**config.mk**
```make
export PLATFORM = sky130hd
export DESIGN_NAME = pipeline_ctrl
export DESIGN_NICKNAME = d
export VERILOG_FILES = /design/src/rtl/pipeline_ctrl_pkg.sv /design/src/rtl/pipeline_ctrl_fwd_unit.sv /design/src/rtl/pipeline_ctrl.sv
export SDC_FILE = /design/constraint.sdc
export NUM_CORES = 1
export LEC_CHECK = 0
export ABC_AREA = 1
export CORE_MARGIN = 5
export CORE_UTILIZATION = 48
export DETAILED_ROUTE_END_ITERATION = 8
export HOLD_SLACK_MARGIN = 0.12
export PLACE_DENSITY = 0.79
export SLEW_MARGIN = 20
export SYNTH_ARGS = -nofsm -noshare
export SYNTH_HDL_FRONTEND = slang
export SYNTH_SLANG_ARGS = --single-unit
```
**constraint.sdc**
```tcl
create_clock -name clk -period 2.88 [get_ports clk]
set_clock_uncertainty 0.05 [all_clocks]
set_input_delay 0.72 -clock clk [delete_from_list [all_inputs] [get_ports clk]]
set_output_delay 0.72 -clock clk [all_outputs]
set_load 0.03 [all_outputs]
```
**src/rtl/pipeline_ctrl_pkg.sv**
```systemverilog
// Shared encodings for the pipeline hazard/sequencing controller:
// forwarding select codes, FSM state encoding and the producer-match helper.
package pipeline_ctrl_pkg;

    typedef enum logic [0:0] {
        ST_RUN      = 1'b0,
        ST_MEM_WAIT = 1'b1
    } ctrl_state_t;

    localparam logic [1:0] FWD_REG   = 2'b00;
    localparam logic [1:0] FWD_EXMEM = 2'b01;
    localparam logic [1:0] FWD_MEMWB = 2'b10;

    localparam int WAIT_W = 8;

    // r0 is hardwired to zero, so a producer targeting it never forwards or stalls.
    function automatic logic reg_match(input logic       we,
                                       input logic [4:0] wreg,
                                       input logic [4:0] src);
        return we && (wreg != 5'd0) && (wreg == src);
    endfunction

endpackage

```
**src/rtl/pipeline_ctrl_fwd_unit.sv**
```systemverilog
// Operand forwarding select for one ALU source register.
// The younger EXE_MEM producer wins over MEM_WB.
module pipeline_ctrl_fwd_unit
    import pipeline_ctrl_pkg::*;
(
    input  logic [4:0] src,
    input  logic [4:0] mem_wreg,
    input  logic       mem_regwe,
    input  logic [4:0] wb_wreg,
    input  logic       wb_regwe,
    output logic [1:0] fwd_sel
);

    always_comb begin
        fwd_sel = FWD_REG;
        if (reg_match(mem_regwe, mem_wreg, src)) begin
            fwd_sel = FWD_EXMEM;
        end else if (reg_match(wb_regwe, wb_wreg, src)) begin
            fwd_sel = FWD_MEMWB;
        end
    end

endmodule

```
**src/rtl/pipeline_ctrl.sv**
```systemverilog
// Hazard and sequencing controller for the 5-stage pipeline: load-use bubbles,
// redirect squashing, data-memory freeze with timeout, forwarding and stall count.
module pipeline_ctrl
    import pipeline_ctrl_pkg::*;
#(
    parameter int MEM_TIMEOUT = 16,
    parameter int CNT_W       = 32
) (
    input  logic             clk,
    input  logic             rst,
    input  logic [4:0]       id_rs,
    input  logic [4:0]       id_rt,
    input  logic             id_use_rs,
    input  logic             id_use_rt,
    input  logic [4:0]       ex_rs,
    input  logic [4:0]       ex_rt,
    input  logic [4:0]       ex_wreg,
    input  logic             ex_regwe,
    input  logic             ex_load,
    input  logic             ex_redirect,
    input  logic [4:0]       mem_wreg,
    input  logic             mem_regwe,
    input  logic             mem_access,
    input  logic             dmem_ack,
    input  logic [4:0]       wb_wreg,
    input  logic             wb_regwe,
    output logic             pc_en,
    output logic             if_id_en,
    output logic             if_id_flush,
    output logic             id_exe_en,
    output logic             id_exe_flush,
    output logic             exe_mem_en,
    output logic             mem_wb_flush,
    output logic [1:0]       fwd_a,
    output logic [1:0]       fwd_b,
    output logic             bus_err,
    output logic [CNT_W-1:0] stall_cnt,
    output ctrl_state_t      dbg_state,
    output logic [WAIT_W-1:0] dbg_wait_cnt
);

    localparam logic [WAIT_W-1:0] TIMEOUT_CNT = WAIT_W'(MEM_TIMEOUT);

    ctrl_state_t       state;
    logic [WAIT_W-1:0] wait_cnt;
    logic              timeout_hit;
    logic              freeze;
    logic              load_use;
    logic [1:0]        fwd_a_raw;
    logic [1:0]        fwd_b_raw;

    assign timeout_hit = (state == ST_MEM_WAIT) && (wait_cnt == TIMEOUT_CNT);
    assign freeze      = mem_access && !dmem_ack && !timeout_hit;
    assign load_use    = ex_load && ex_regwe && (ex_wreg != 5'd0) &&
                         ((id_use_rs && (id_rs == ex_wreg)) ||
                          (id_use_rt && (id_rt == ex_wreg)));

    // Freeze outranks redirect: EXE is held, so the redirect is re-presented on release.
    always_comb begin
        pc_en        = 1'b0;
        if_id_en     = 1'b0;
        if_id_flush  = 1'b0;
        id_exe_en    = 1'b0;
        id_exe_flush = 1'b0;
        exe_mem_en   = 1'b0;
        mem_wb_flush = 1'b0;
        if (rst) begin
            if (freeze) begin
                mem_wb_flush = 1'b1;
            end else if (ex_redirect) begin
                pc_en        = 1'b1;
                if_id_en     = 1'b1;
                if_id_flush  = 1'b1;
                id_exe_en    = 1'b1;
                id_exe_flush = 1'b1;
                exe_mem_en   = 1'b1;
            end else if (load_use) begin
                id_exe_en    = 1'b1;
                id_exe_flush = 1'b1;
                exe_mem_en   = 1'b1;
            end else begin
                pc_en        = 1'b1;
                if_id_en     = 1'b1;
                id_exe_en    = 1'b1;
                exe_mem_en   = 1'b1;
            end
        end
    end

    pipeline_ctrl_fwd_unit u_fwd_a (
        .src       (ex_rs),
        .mem_wreg  (mem_wreg),
        .mem_regwe (mem_regwe),
        .wb_wreg   (wb_wreg),
        .wb_regwe  (wb_regwe),
        .fwd_sel   (fwd_a_raw)
    );

    pipeline_ctrl_fwd_unit u_fwd_b (
        .src       (ex_rt),
        .mem_wreg  (mem_wreg),
        .mem_regwe (mem_regwe),
        .wb_wreg   (wb_wreg),
        .wb_regwe  (wb_regwe),
        .fwd_sel   (fwd_b_raw)
    );

    assign fwd_a = rst ? fwd_a_raw : FWD_REG;
    assign fwd_b = rst ? fwd_b_raw : FWD_REG;

    always_ff @(posedge clk) begin
        if (!rst) begin
            state     <= ST_RUN;
            wait_cnt  <= '0;
            bus_err   <= 1'b0;
            stall_cnt <= '0;
        end else begin
            if (!pc_en && (stall_cnt != {CNT_W{1'b1}})) begin
                stall_cnt <= stall_cnt + 1'b1;
            end
            case (state)
                ST_RUN: begin
                    if (mem_access && !dmem_ack) begin
                        state    <= ST_MEM_WAIT;
                        wait_cnt <= WAIT_W'(1);
                    end
                end
                ST_MEM_WAIT: begin
                    // A vanished access request is treated like a completion.
                    if (dmem_ack || !mem_access) begin
                        state    <= ST_RUN;
                        wait_cnt <= '0;
                    end else if (timeout_hit) begin
                        state    <= ST_RUN;
                        wait_cnt <= '0;
                        bus_err  <= 1'b1;
                    end else begin
                        wait_cnt <= wait_cnt + 1'b1;
                    end
                end
                default: begin
                    state    <= ST_RUN;
                    wait_cnt <= '0;
                end
            endcase
        end
    end

    assign dbg_state    = state;
    assign dbg_wait_cnt = wait_cnt;

endmodule

```
# Word level (Yosys, flattened, before mapping)

Index checks and enable logic that the tools add are counted.

Divide/modulo/power cells: 0
$lt $le $gt $ge: 0
Shifts and indexed selects: 0
Bitwise logic cells: 2
Muxes and demuxes: 29
Multipliers: 0
Reduce and logical (&&, ||, !) cells: 25
Equality and inequality tests: 9
Add/subtract/negate cells: 2

Operators with widths:

| operator                                                        | count |
|---|---|
| 32-bit by 1-bit adder with 32-bit output, second input constant | 1 |
| 32-bit != test, second input constant                           | 1 |
| 5-bit == test                                                   | 6 |
| 8-bit 2-to-1 mux                                                | 3 |
| 1-bit 2-to-1 mux                                                | 18 |
| 8-bit one-hot mux with 2 select lines                           | 1 |
| 1-bit logical AND                                               | 15 |
| 5-bit nonzero test                                              | 3 |
| 2-bit 2-to-1 mux                                                | 6 |
| 8-bit by 1-bit adder with 8-bit output, second input constant   | 1 |
| 8-bit by 5-bit == test with 1-bit output, second input constant | 1 |
| 1-bit zero test                                                 | 4 |
| 3-bit AND reduction                                             | 1 |
| 1-bit logical OR                                                | 2 |
| 2-bit != test, second input constant                            | 1 |
| 1-bit inverter                                                  | 2 |
| 1-bit one-hot mux with 2 select lines                           | 1 |

Memory bits (writable): 0
Logic and storage cells: 71
ROM bits: 0
Memories: 0
Latch bits: 0
Input bits: 46
Register bits: 42

# Depth between registers and ports, before layout

Gate-level depths: netlist (run 1).

Depth in word-level cells: 10
Mapped depth: 12
Gate-level depth less buffers: 12

# Cells and area by module

Synthesis (run 1) repeated with hierarchy kept, for this count alone.

Cells, all modules: 589
Area total of the unflattened synthesis: 3389.5 um2

By module, submodules not included:

| module                 | instances | cells each | seq. area each (um2) | area each (um2) |
|---|---|---|---|---|
| pipeline_ctrl          | 1         | 489        | 840.8                | 2961.6 |
| pipeline_ctrl_fwd_unit | 2         | 50         | 0.0                  | 214.0 |

# Least setup slack after synthesis (run 1)

OpenSTA, ideal clock, no wires.

Path kind: input to output
From: in rst
To: out pc_en
Slack: -199 ps
Cell stages on the path: 7
Arrival time: 2309 ps
Path through: clkbuf_1 -> inv_1 -> a21oi_2 -> nand2_2 -> clkbuf_1 -> nand2_1 -> buf_4

Cells in the longest elaborated chain, start to end: 1

RTL lines:

| element          | line                | RTL |
|---|---|---|
| from (decl)      | pipeline_ctrl.sv:10 | `input logic rst,` |
| 1-bit 2-to-1 mux | -                   |  |
| to (decl)        | pipeline_ctrl.sv:27 | `output logic pc_en,` |

No other way between the ends.

# Worst setup path in the final report (run 1)

From: in ex_rt[0]
To: out fwd_b[1]

Cells in the longest elaborated chain, start to end: 5
Elaborated cells on any way between the ends: 7
Classes of those cells: eq/ne: 2; mux: 3; reduce/logical: 2

RTL lines:

| element              | line                         | RTL |
|---|---|---|
| from (decl)          | pipeline_ctrl.sv:16          | `input logic [4:0] ex_rt,` |
| 5-bit == test        | pipeline_ctrl_pkg.sv:20      | `return we && (wreg != 5'd0) && (wreg == src);` |
| 1-bit logical AND    | pipeline_ctrl_pkg.sv:20      |  |
| 2-bit 2-to-1 mux     | pipeline_ctrl_fwd_unit.sv:18 | `end else if (reg_match(wb_regwe, wb_wreg, src)) begin` |
| 2-bit 2-to-1 mux (*) | pipeline_ctrl_fwd_unit.sv:16 | `if (reg_match(mem_regwe, mem_wreg, src)) begin` |
| 2-bit 2-to-1 mux (*) | pipeline_ctrl.sv:109         | `assign fwd_b = rst ? fwd_b_raw : FWD_REG;` |
| to (decl)            | pipeline_ctrl.sv:35          | `output logic [1:0] fwd_b,` |

Mark *: on every way between the ends. The rest lies on a longest branch, timed or not.

==> metrics.md, run 1 <==
| Metric | Value |
|---|---|
| Status | finished, final reports clean |
| Top routing layer in use | met4 |
| Pre-CTS setup slack | -0.06573 ns |
| Num ports | 99 |
| Clk Latency, worst-skew pair | 0.30 ns |
| Adder-cell share of the synthesized area | 1.163% |
| Via Count | 3959 |
| Fill cells | 589 |
| Worst Hold Slack | 0.4258 ns |
| FF-to-FF Start | stall_cnt[0]$_SDFFE_PN0P_ |
| WL/cell | 14.75 um |
| Hold_sp | bus_err$_SDFFE_PN0P_ |
| Clock root cell | clkbuf_8 |
| DRT Pass-1 Iters | 5 |
| Pin count of the biggest net entering global routing | 33 |
| WL met2 | 5027 um |
| Post-synth EDFFs | 0 |
| Hold Fails Final Rpt | 0 |
| Main combinational cell family by area after synthesis | simple AND/OR/NAND/NOR gates |
| Mux share of post-synthesis cell area | 0% |
| Simple-gate share of the synthesized area | 48.10% |
| Fmax | 356.1 MHz |
| H-tree depth | 2 |
| Clock Pin Slew Worst Setup and Hold Paths | 0.08 ns |
| Worst slew margin | 68.20% |
| Leading post-synthesis cells by cell area | dfxtp_1, nand2_1, nor2_1 |
| Initial antenna violation count | 0 |
| Via density | 5.522 |
| Worst setup margin | 0.07204 ns |
| Mapped cell area | 3228 um2 |
| Critical Path Fanout Max | 2 |
| Wl on met1 | 4575 um |
| Net Count, Synth | 585 |
| Maximum VDD drop | 0.1585 mV |
| Worst r2r dst | stall_cnt[7]$_SDFFE_PN0P_ |
| Yosys cell types | 32 |
| R2R depth | 10 |
| Setup violators final | 0 |
| MaxCap Viol Count | 0 |
| Number of global-route vias before repair | 3732 |
| Gpl congestion | 1.004 |
| Share of layout cells above drive strength 1 | 9.844% |
| Max Root-Sink Buffers | 2 |
| First-pass GRT wire length | 17350 um |
| Critical path class | in2out |
| Worst Hold Depth | 1 |
| Pin slew with the least headroom to its limit | 0.4753 ns |
| Drt drc | 0 |
| Hold Path Sink | bus_err$_SDFFE_PN0P_ |
| CTS Buf Count | 5 |
| Wirelength, routed | 10580 um |
| Synthesis Warnings | 0 |
| Crit path DAT | 2.04 ns |
| Ant diodes | 0 |
| Async set or reset register ratio after synthesis | 0% |
| Post-synthesis cell count | 536 |
| Nets | 690 |
| Worst Path Required | 2.11 ns |
| DRT iter0 DRCs | 195 |
| Sum Neg Setup Slack | 0 ns |
| Slack of the worst reg-to-reg path | 0.46 ns |
| Top-count cell post-synth | nand2_1 |
| P_leak | 1.879 nW |
| Pins Over Slew Limit | 0 |
| Post-synth top cells | nand2_1, nor2_1, dfxtp_1, a21oi_1 |
| Min-Delay Path Class | reg2reg |
| DP HPWL | 8149 um |
| Min cycle time layout | 2.808 ns |
| Power Dens Cells | 280.0 nW/um2 |
| Area delta synth->final | 39.88% |
| GRT Total Usage | 24.59% |
| Yosys reg bits | 42 |
| CTS tree | done |
| Largest area contributor in the netlist | dfxtp_1 |
| Die Width | 92.01 um |
| Die Area | 8465 um2 |
| Clock net sink count | 42 |
| Grt ovf | 0 |
| Port Buffers | 98 |
| CP startpoint kind | primary input |
| Ys flop type | dfxtp_1 |
| Wire length on met3 | 699 um |
| Row count | 29 |
| Die Y-Extent | 92.01 um |
| Element type at the critical path end | output pin |
| Post-route ant nets | 0 |
| XOR/XNOR Fraction of Synth Area | 8.682% |
| Compound-cell area share of the yosys netlist | 8.295% |
| Starting Density | 49.98% |
| Seq/Total Area, Yosys | 26.05% |
| Final worst-path cycle share | 97.50% |
| Area of the core | 6459 um2 |
| Area fraction of the dominant cell type after synthesis | 26.05% |
| Syn_area_per_cell | 6.023 um2 |
==> kinds of logic (layout without fill, tap and decap cells) <==
family | after synthesis | after routing
compound gates | 50 | 50
xor+xnor | 32 | 32
fa+ha+maj | 3 | 3
buf+inv | 58 | 162
flops | 42 | 42
simple gates | 351 | 351
==> through the flow <==
| step | total power, mW | area (um2) | instances | utilization [%] |
|---|---|---|---|---|
| 6_report | 1.264 | 4516 | 717 | 69.91 |
| 3_5_place_dp | 0.8774 | 4337 | 710 | 67.14 |
| 4_1_cts | 1.258 | 4437 | 716 | 68.69 |
| 2_1_floorplan | 0.7431 | 3238 | 536 | - |
| 3_3_place_gp | 0.8710 | 4337 | 710 | 67.14 |
| 5_1_grt | 1.312 | 4516 | 717 | 69.91 |
==> worst max path at each step <==
stage                      from  cells past startpoint       end
finish                 ex_rt[0]                      7  fwd_b[1]
floorplan                   rst                      7     pc_en
global route           ex_rt[4]                      6  fwd_b[0]
global placement    mem_wreg[0]                      7  fwd_a[1]
detailed placement  mem_wreg[0]                      7  fwd_a[1]
CTS                    ex_rt[3]                      7  fwd_b[0]
==> critical path: stages <==
cell and delay (ns):
clkdlybuf4s50_1 0.53, xnor2_1 0.14, nand2_1 0.12, nor4_4 0.18, buf_4 0.16, nor3_2 0.03, buf_4 0.16
==> cell usage in the layout (no fill, tap or decap), drive strengths merged, types with 6 or more instances in the layout <==
| master | instances |
|---|---|
| a21oi | 42 |
| buf | 31 |
| clkbuf | 6 |
| clkdlybuf4s50 | 64 |
| dfxtp | 42 |
| dlygate4sd2 | 7 |
| dlymetal6s2s | 16 |
| inv | 38 |
| nand2 | 194 |
| nand3 | 16 |
| nand3b | 17 |
| nand4 | 35 |
| nor2 | 78 |
| nor3 | 8 |
| xnor2 | 15 |
| xor2 | 17 |
==> cell type report <==
| type | instances | area (um2) | share of cell area, % |
|---|---|---|---|
| multi-input combinational | 436 | 2198 | 48.68 |
| timing repair buffer | 118 | 1155 | 25.58 |
| sequential | 42 | 840.8 | 18.62 |
| inverter | 38 | 142.6 | 3.159 |
| tap | 77 | 96.34 | 2.134 |
| clock buffer | 6 | 82.58 | 1.829 |
==> layer usage <==
layer | global-route usage, % | up-vias
met5 | 0 | -
met4 | 8.911 | 0
met3 | 3.764 | 26
met2 | 41.30 | 180
met1 | 31.94 | 1807
li1 | - | 1946
==> timing repair <==
item	4_1_cts	5_1_grt
setup buffers	0	1
pin swaps	3	8
setup endpoints to repair	6	7
hold buffers	0	0
resized for setup	13	25
==> report_power, final <==
group	leakage [nW]	internal, mW	switching (mW)
sequential	0.339	0.585	0.00749
combinational	1.50	0.125	0.155
clock	0.0431	0.185	0.206
==> registers in the layout, summed over array words and instances, names as in the netlist <==
register,cells
stall_cnt,32
dbg_wait_cnt,8
bus_err,1
dbg_state,1
Note: power is estimated with default switching activity, not from simulation.
==> run 2: changes to the inputs <==
--- a/config.mk
+++ b/config.mk
@@ -6,7 +6,7 @@
 export NUM_CORES = 1
 export LEC_CHECK = 0
 export ABC_AREA = 1
-export CORE_MARGIN = 5
+export CORE_MARGIN = 2
 export CORE_UTILIZATION = 48
 export DETAILED_ROUTE_END_ITERATION = 8
 export HOLD_SLACK_MARGIN = 0.12
==> run 2 against run 1 <==
Highest routed layer unchanged. Sequential cell count unchanged. Combinational power about the same. Worst setup slack got worse by 0.059 ns. Global-route usage increased by 1.9 points. Critical path depth increased by 1. Die area decreased by 13%. Non-clock buffer count decreased by 3. Cell area decreased by 0.36%. Routed wire length decreased by 5.4%. Register-to-register slack improved by 0.12 ns. Sequential share of layout area increased by 0.067 points. Worst hold slack improved by 0.0020 ns.
==> metrics.md, run 2 (synthesized netlist as in run 1, its figures left out) <==
| Metric | Value |
|---|---|
| Status | finished, final reports clean |
| Hold Fails Final Rpt | 0 (unchanged) |
| Pin count of the biggest net entering global routing | 32 (-3.0%) |
| Wirelength, routed | 10010 um (-5.4%) |
| Maximum VDD drop | 0.2267 mV (+43%) |
| Crit path DAT | 2.10 ns (+0.06 ns) |
| DP HPWL | 7567 um (-7.1%) |
| Port Buffers | 98 (unchanged) |
| Final worst-path cycle share | 99.55% (+2.0 points) |
| Row count | 29 (unchanged) |
| DRT Pass-1 Iters | 5 (unchanged) |
| Worst Path Required | 2.11 ns (about the same) |
| Critical path class | in2out |
| Fmax | 348.8 MHz (-2.1%) |
| Clock root cell | clkbuf_8 |
| CTS Buf Count | 5 (unchanged) |
| Number of global-route vias before repair | 3452 (-7.5%) |
| Clock net sink count | 42 (unchanged) |
| Die Width | 86.01 um (-6.5%) |
| Min cycle time layout | 2.867 ns (+0.05894 ns) |
| FF+latch area | 840.8 um2 (unchanged) |
| CP startpoint kind | primary input |
| Gpl congestion | 0.9712 (-3.3%) |
| Area delta synth->final | 39.38% |
| Critical Path Fanout Max | 4 (+2) |
| Worst Hold Slack | 0.4279 ns (+0.002018 ns) |
| Area of the multi-input gates | 2216 um2 (+0.80%) |
| Max reg flops | 32 (unchanged) |
| H-tree depth | 2 (unchanged) |
| Final non-filler cell total | 715 (-0.28%) |
| Biggest register | stall_cnt |
| Post-route ant nets | 0 (unchanged) |
| Worst slew margin | 65.53% (-2.7 points) |
| Area of the core | 6422 um2 (-0.56%) |
| Clock Pin Slew Worst Setup and Hold Paths | 0.08 ns (about the same) |
| Via Count | 3898 (-1.5%) |
| Placed Cells | 708 (-0.28%) |
| Max Root-Sink Buffers | 2 (unchanged) |
| Die Area | 7397 um2 (-13%) |
| Via density | 5.452 (-1.3%) |
| Share of layout cells above drive strength 1 | 10.03% (+0.19 points) |
| DRT iter0 DRCs | 193 (-1.0%) |
| Setup violators final | 0 (unchanged) |
| P_leak | 1.875 nW (-0.22%) |
| Setup bufs post-CTS | 0 (unchanged) |
| Grt ovf | 0 (unchanged) |
| CTS tree | done |
| Initial antenna violation count | 0 (unchanged) |
| Clk Latency, worst-skew pair | 0.30 ns (about the same) |
| Power Dens Cells | 277.2 nW/um2 (-0.99%) |
| Element type at the critical path end | output pin |
| Starting Density | 50.26% (+0.28 points) |
| CP peak stage delay | 0.46 ns (-0.07 ns) |
| Most common cell type on the critical path | nor3_2 |
| Worst setup margin | 0.01309 ns (-0.05894 ns) |
| Num ports | 99 (unchanged) |
| Most frequent cells in the layout | nand2_1, nor2_1, clkdlybuf4s50_1 |
| Nets | 687 (-0.43%) |
| Die Y-Extent | 86.01 um (-6.5%) |
| Pre-CTS setup slack | -0.1040 ns (-0.03826 ns) |
| Slowest-stage cell, CP | clkdlybuf4s50_1 |
| Sum Neg Setup Slack | 0 ns (unchanged) |
| Ant diodes | 0 (unchanged) |
| Critical-path cell list | clkdlybuf4s50_1 > inv_2 > nor2_1 > nand3b_1 > nor3_2 > nand3_1 > nor3_2 > buf_4 |
| GRT Total Usage | 26.49% (+1.9 points) |
| MaxCap Viol Count | 0 (unchanged) |
| Fill cells | 591 (+0.34%) |
| Most common cell after layout, fill and taps aside | nand2_1 |
| Pins Over Slew Limit | 0 (unchanged) |
| Drt drc | 0 (unchanged) |
| First-pass GRT wire length | 15950 um (-8.1%) |
| Pin slew with the least headroom to its limit | 0.5152 ns (+0.03990 ns) |
| Min-Delay Path Class | reg2reg |
| WL/cell | 14.00 um (-5.1%) |
## run 2: final timing paths
kind | startpoint | to | slack (ns) | cells past startpoint
setup / recovery | wb_wreg[3] | fwd_b[1] | 0.01 | 8
hold / removal | bus_err$_SDFFE_PN0P_ | bus_err$_SDFFE_PN0P_ | 0.43 | 1
setup reg to reg | dbg_wait_cnt[0]$_SDFFE_PN0P_ | stall_cnt[10]$_SDFFE_PN0P_ | 0.58 | 12
hold reg to reg | bus_err$_SDFFE_PN0P_ | bus_err$_SDFFE_PN0P_ | 0.43 | 1
## run 2: critical path: cells and delay by family
family / cells / cell delay [ns]
buffers and inverters: 3 / 0.74
AND/OR/NAND/NOR: 5 / 0.62
## run 2: area by class of cell
| type | count | area share, % |
|---|---|---|
| Timing Repair Buffer | 115 | 25.06 |
| Sequential cell | 42 | 18.69 |
| Inverter | 38 | 3.170 |
| Clock buffer | 7 | 1.696 |
| Multi-Input combinational cell | 436 | 49.25 |
| Tap cell | 77 | 2.141 |
## run 2: per-layer routing
layer | up-vias | track usage [%] | wire, um
li1 | 1942 | - | -
met2 | 160 | 45.03 | 4822
met1 | 1776 | 34.02 | 4324
met5 | - | 0 | 0
met3 | 20 | 5.197 | 660
met4 | 0 | 7.359 | 202
## run 2: repair_timing
| action | 4_1_cts | 5_1_grt |
|---|---|---|
| resized for setup | 10 | 35 |
| hold endpoints to repair | 0 | 0 |
| hold buffers | 0 | 0 |
| pin swaps | 0 | 11 |
| setup endpoints to repair | 5 | 7 |
## run 2: power breakdown
part / switching [mW] / internal [mW]
sequential: 0.00683 / 0.585
combinational: 0.156 / 0.124
clock: 0.208 / 0.168
total: 0.371 / 0.876
## run 2: per-stage QoR
step / power (mW) / utilization (%) / area, um2
CTS: 1.242 / 68.58 / 4404
detailed placement: 0.8722 / 67.10 / 4309
global placement: 0.8680 / 67.10 / 4309
global route: 1.292 / 70.06 / 4499
floorplan: 0.7431 / - / 3238
finish: 1.247 / 70.06 / 4499
==> run 3: changes to the inputs <==
--- a/config.mk
+++ b/config.mk
@@ -7,10 +7,10 @@
 export LEC_CHECK = 0
 export ABC_AREA = 1
 export CORE_MARGIN = 2
-export CORE_UTILIZATION = 48
+export CORE_UTILIZATION = 30
 export DETAILED_ROUTE_END_ITERATION = 8
 export HOLD_SLACK_MARGIN = 0.12
-export PLACE_DENSITY = 0.79
+export PLACE_DENSITY = 0.52
 export SLEW_MARGIN = 20
 export SYNTH_ARGS = -nofsm -noshare
 export SYNTH_HDL_FRONTEND = slang
==> constraint.sdc (replaced) <==
create_clock -name clk -period 3.7 [get_ports clk]
set_clock_uncertainty 0.05 [all_clocks]
set_input_delay 0.925 -clock clk [delete_from_list [all_inputs] [get_ports clk]]
set_output_delay 0.925 -clock clk [all_outputs]
set_load 0.03 [all_outputs]
==> run 3 against run 2 <==
Sequential share of layout area grew 0.33 points. Cell area shrank 1.8%. Sequential cell count is the same. Highest routed layer unchanged.
==> metrics.md, run 3 (synthesized netlist as in run 1, its figures left out) <==
| Metric | Value |
|---|---|
| Status | finished, final reports clean |
| Gpl congestion | 0.8561 (-12%) |
| Hold Fails Final Rpt | 0 (unchanged) |
| Worst slew margin | 64.18% (-1.4 points) |
| Wirelength, routed | 9987 um (-0.23%) |
| Critical Path Fanout Max | 3 (-1) |
| Pins Over Slew Limit | 0 (unchanged) |
| MaxCap Viol Count | 0 (unchanged) |
| Cts repair resizes | 0 (-10) |
| Row count | 37 (+28%) |
| DRT Pass-1 Iters | 4 (-1) |
| Ant diodes | 0 (unchanged) |
| RSZ-0062 raised after global routing | false |
| Setup bufs post-CTS | 0 (unchanged) |
| Area delta synth->final | 36.94% |
| Biggest register | stall_cnt |
| Die Width | 107.7 um (+25%) |
| First-pass GRT wire length | 16790 um (+5.2%) |
| Fin util | 42.63% (-27 points) |
| Die Area | 11610 um2 (+57%) |
| Max Root-Sink Buffers | 2 (unchanged) |
| Number of global-route vias before repair | 3496 (+1.3%) |
| Via Count | 3632 (-6.8%) |
| CTS Hold Buffers Added | 0 (unchanged) |
| H-tree depth | 2 (unchanged) |
| Drt drc | 0 (unchanged) |
| Most common cell after layout, fill and taps aside | nand2_1 |
| Critical path class | in2out |
| Worst Path Required | 2.72 ns (+0.61 ns) |
| Pin slew with the least headroom to its limit | 0.5304 ns (+0.01523 ns) |
| Clock root cell | clkbuf_8 |
| Starting Density | 31.13% (-19 points) |
| Most frequent cells in the layout | nand2_1, clkdlybuf4s50_1, nor2_1 |
| DRT iter0 DRCs | 169 (-12%) |
| Max reg flops | 32 (unchanged) |
| Min-Delay Path Class | reg2reg |
| Setup violators final | 0 (unchanged) |
| Min cycle time layout | 3.464 ns |
| Via density | 4.742 (-13%) |
| GRT Total Usage | 17.89% (-8.6 points) |
| Area of the core | 10370 um2 (+61%) |
| Maximum VDD drop | 0.1142 mV (-50%) |
| Crit path DAT | 2.49 ns (+0.39 ns) |
| Die Y-Extent | 107.7 um (+25%) |
| P_leak | 1.658 nW (-12%) |
| DP HPWL | 7750 um (+2.4%) |
| CTS Buf Count | 5 (unchanged) |
| Port Buffers | 98 (unchanged) |
| Clock net sink count | 42 (unchanged) |
| Initial antenna violation count | 0 (unchanged) |
| Placed Cells | 758 (+7.1%) |
| Clock Pin Slew Worst Setup and Hold Paths | 0.09 ns (about the same) |
| Nets | 678 (-1.3%) |
| CP startpoint kind | primary input |
| Num ports | 99 (unchanged) |
| Pin count of the biggest net entering global routing | 35 (+9.4%) |
| Final non-filler cell total | 766 (+7.1%) |
| Post-route ant nets | 0 (unchanged) |
| Fmax | 288.7 MHz |
| Grt ovf | 0 (unchanged) |
| Sum Neg Setup Slack | 0 ns (unchanged) |
| WL/cell | 13.04 um (-6.9%) |
| Final worst-path cycle share | 93.62% |
| Element type at the critical path end | output pin |
| CTS tree | done |
| Clk Latency, worst-skew pair | 0.30 ns (about the same) |
| Share of layout cells above drive strength 1 | 6.032% (-4.0 points) |
| Power Dens Cells | 233.1 nW/um2 (-16%) |
-- run 3: per-stage QoR --
stage          worst slack (ns)  total power [mW]  hold WS (ns)  area [um2]
2_1_floorplan            0.2110            0.5773        0.5639        3228
3_3_place_gp             0.2797            0.6698        0.4102        4310
3_5_place_dp             0.2508            0.6712        0.4069        4310
4_1_cts                  0.2396             1.046        0.4421        4420
5_1_grt                  0.1383             1.080        0.4628        4420
6_report                 0.2362             1.031        0.4356        4420
-- run 3: report_power, final --
group          internal (mW)  leakage [nW]  switching [mW]  total (mW)
Combinational         0.0901          1.27           0.108       0.198
Clock                  0.202        0.0514           0.169       0.371
Sequential             0.455         0.339         0.00602       0.461
-- run 3: area by class of cell --
type / count / area [um2]
clock buffer: 6 / 72.57
sequential: 42 / 840.8
fill: 1140 / 5949
clock inverter: 2 / 37.54
tap: 136 / 170.2
timing repair buffer: 106 / 1018
inverter: 38 / 142.6
multi-input combinational: 436 / 2138
-- run 3: critical path, stage by stage --
cell and delay [ns]:
clkdlybuf4s50_1 0.46, inv_1 0.05, nor2_1 0.13, nand2_1 0.13
nor2_1 0.11, clkdlybuf4s50_1 0.69
-- run 3: worst paths after layout --
check	startpoint	end	slack [ns]	depth (start not counted)
worst max-delay path	mem_access	mem_wb_flush	0.24	6
worst max register to register	dbg_wait_cnt[0]$_SDFFE_PN0P_	stall_cnt[4]$_SDFFE_PN0P_	1.28	12
worst min register to register	bus_err$_SDFFE_PN0P_	bus_err$_SDFFE_PN0P_	0.44	1
worst min-delay path	bus_err$_SDFFE_PN0P_	bus_err$_SDFFE_PN0P_	0.44	1
-- run 3: per-layer routing --
| metal | vias to the layer above | routed length, um | track usage [%] |
|---|---|---|---|
| li1 | 1926 | - | - |
| met1 | 1618 | 4765 | 23.60 |
| met2 | 82 | 4629 | 30.28 |
| met3 | 6 | 478 | 2.845 |
| met4 | 0 | 114 | 4.579 |
| met5 | - | 0 | 0 |
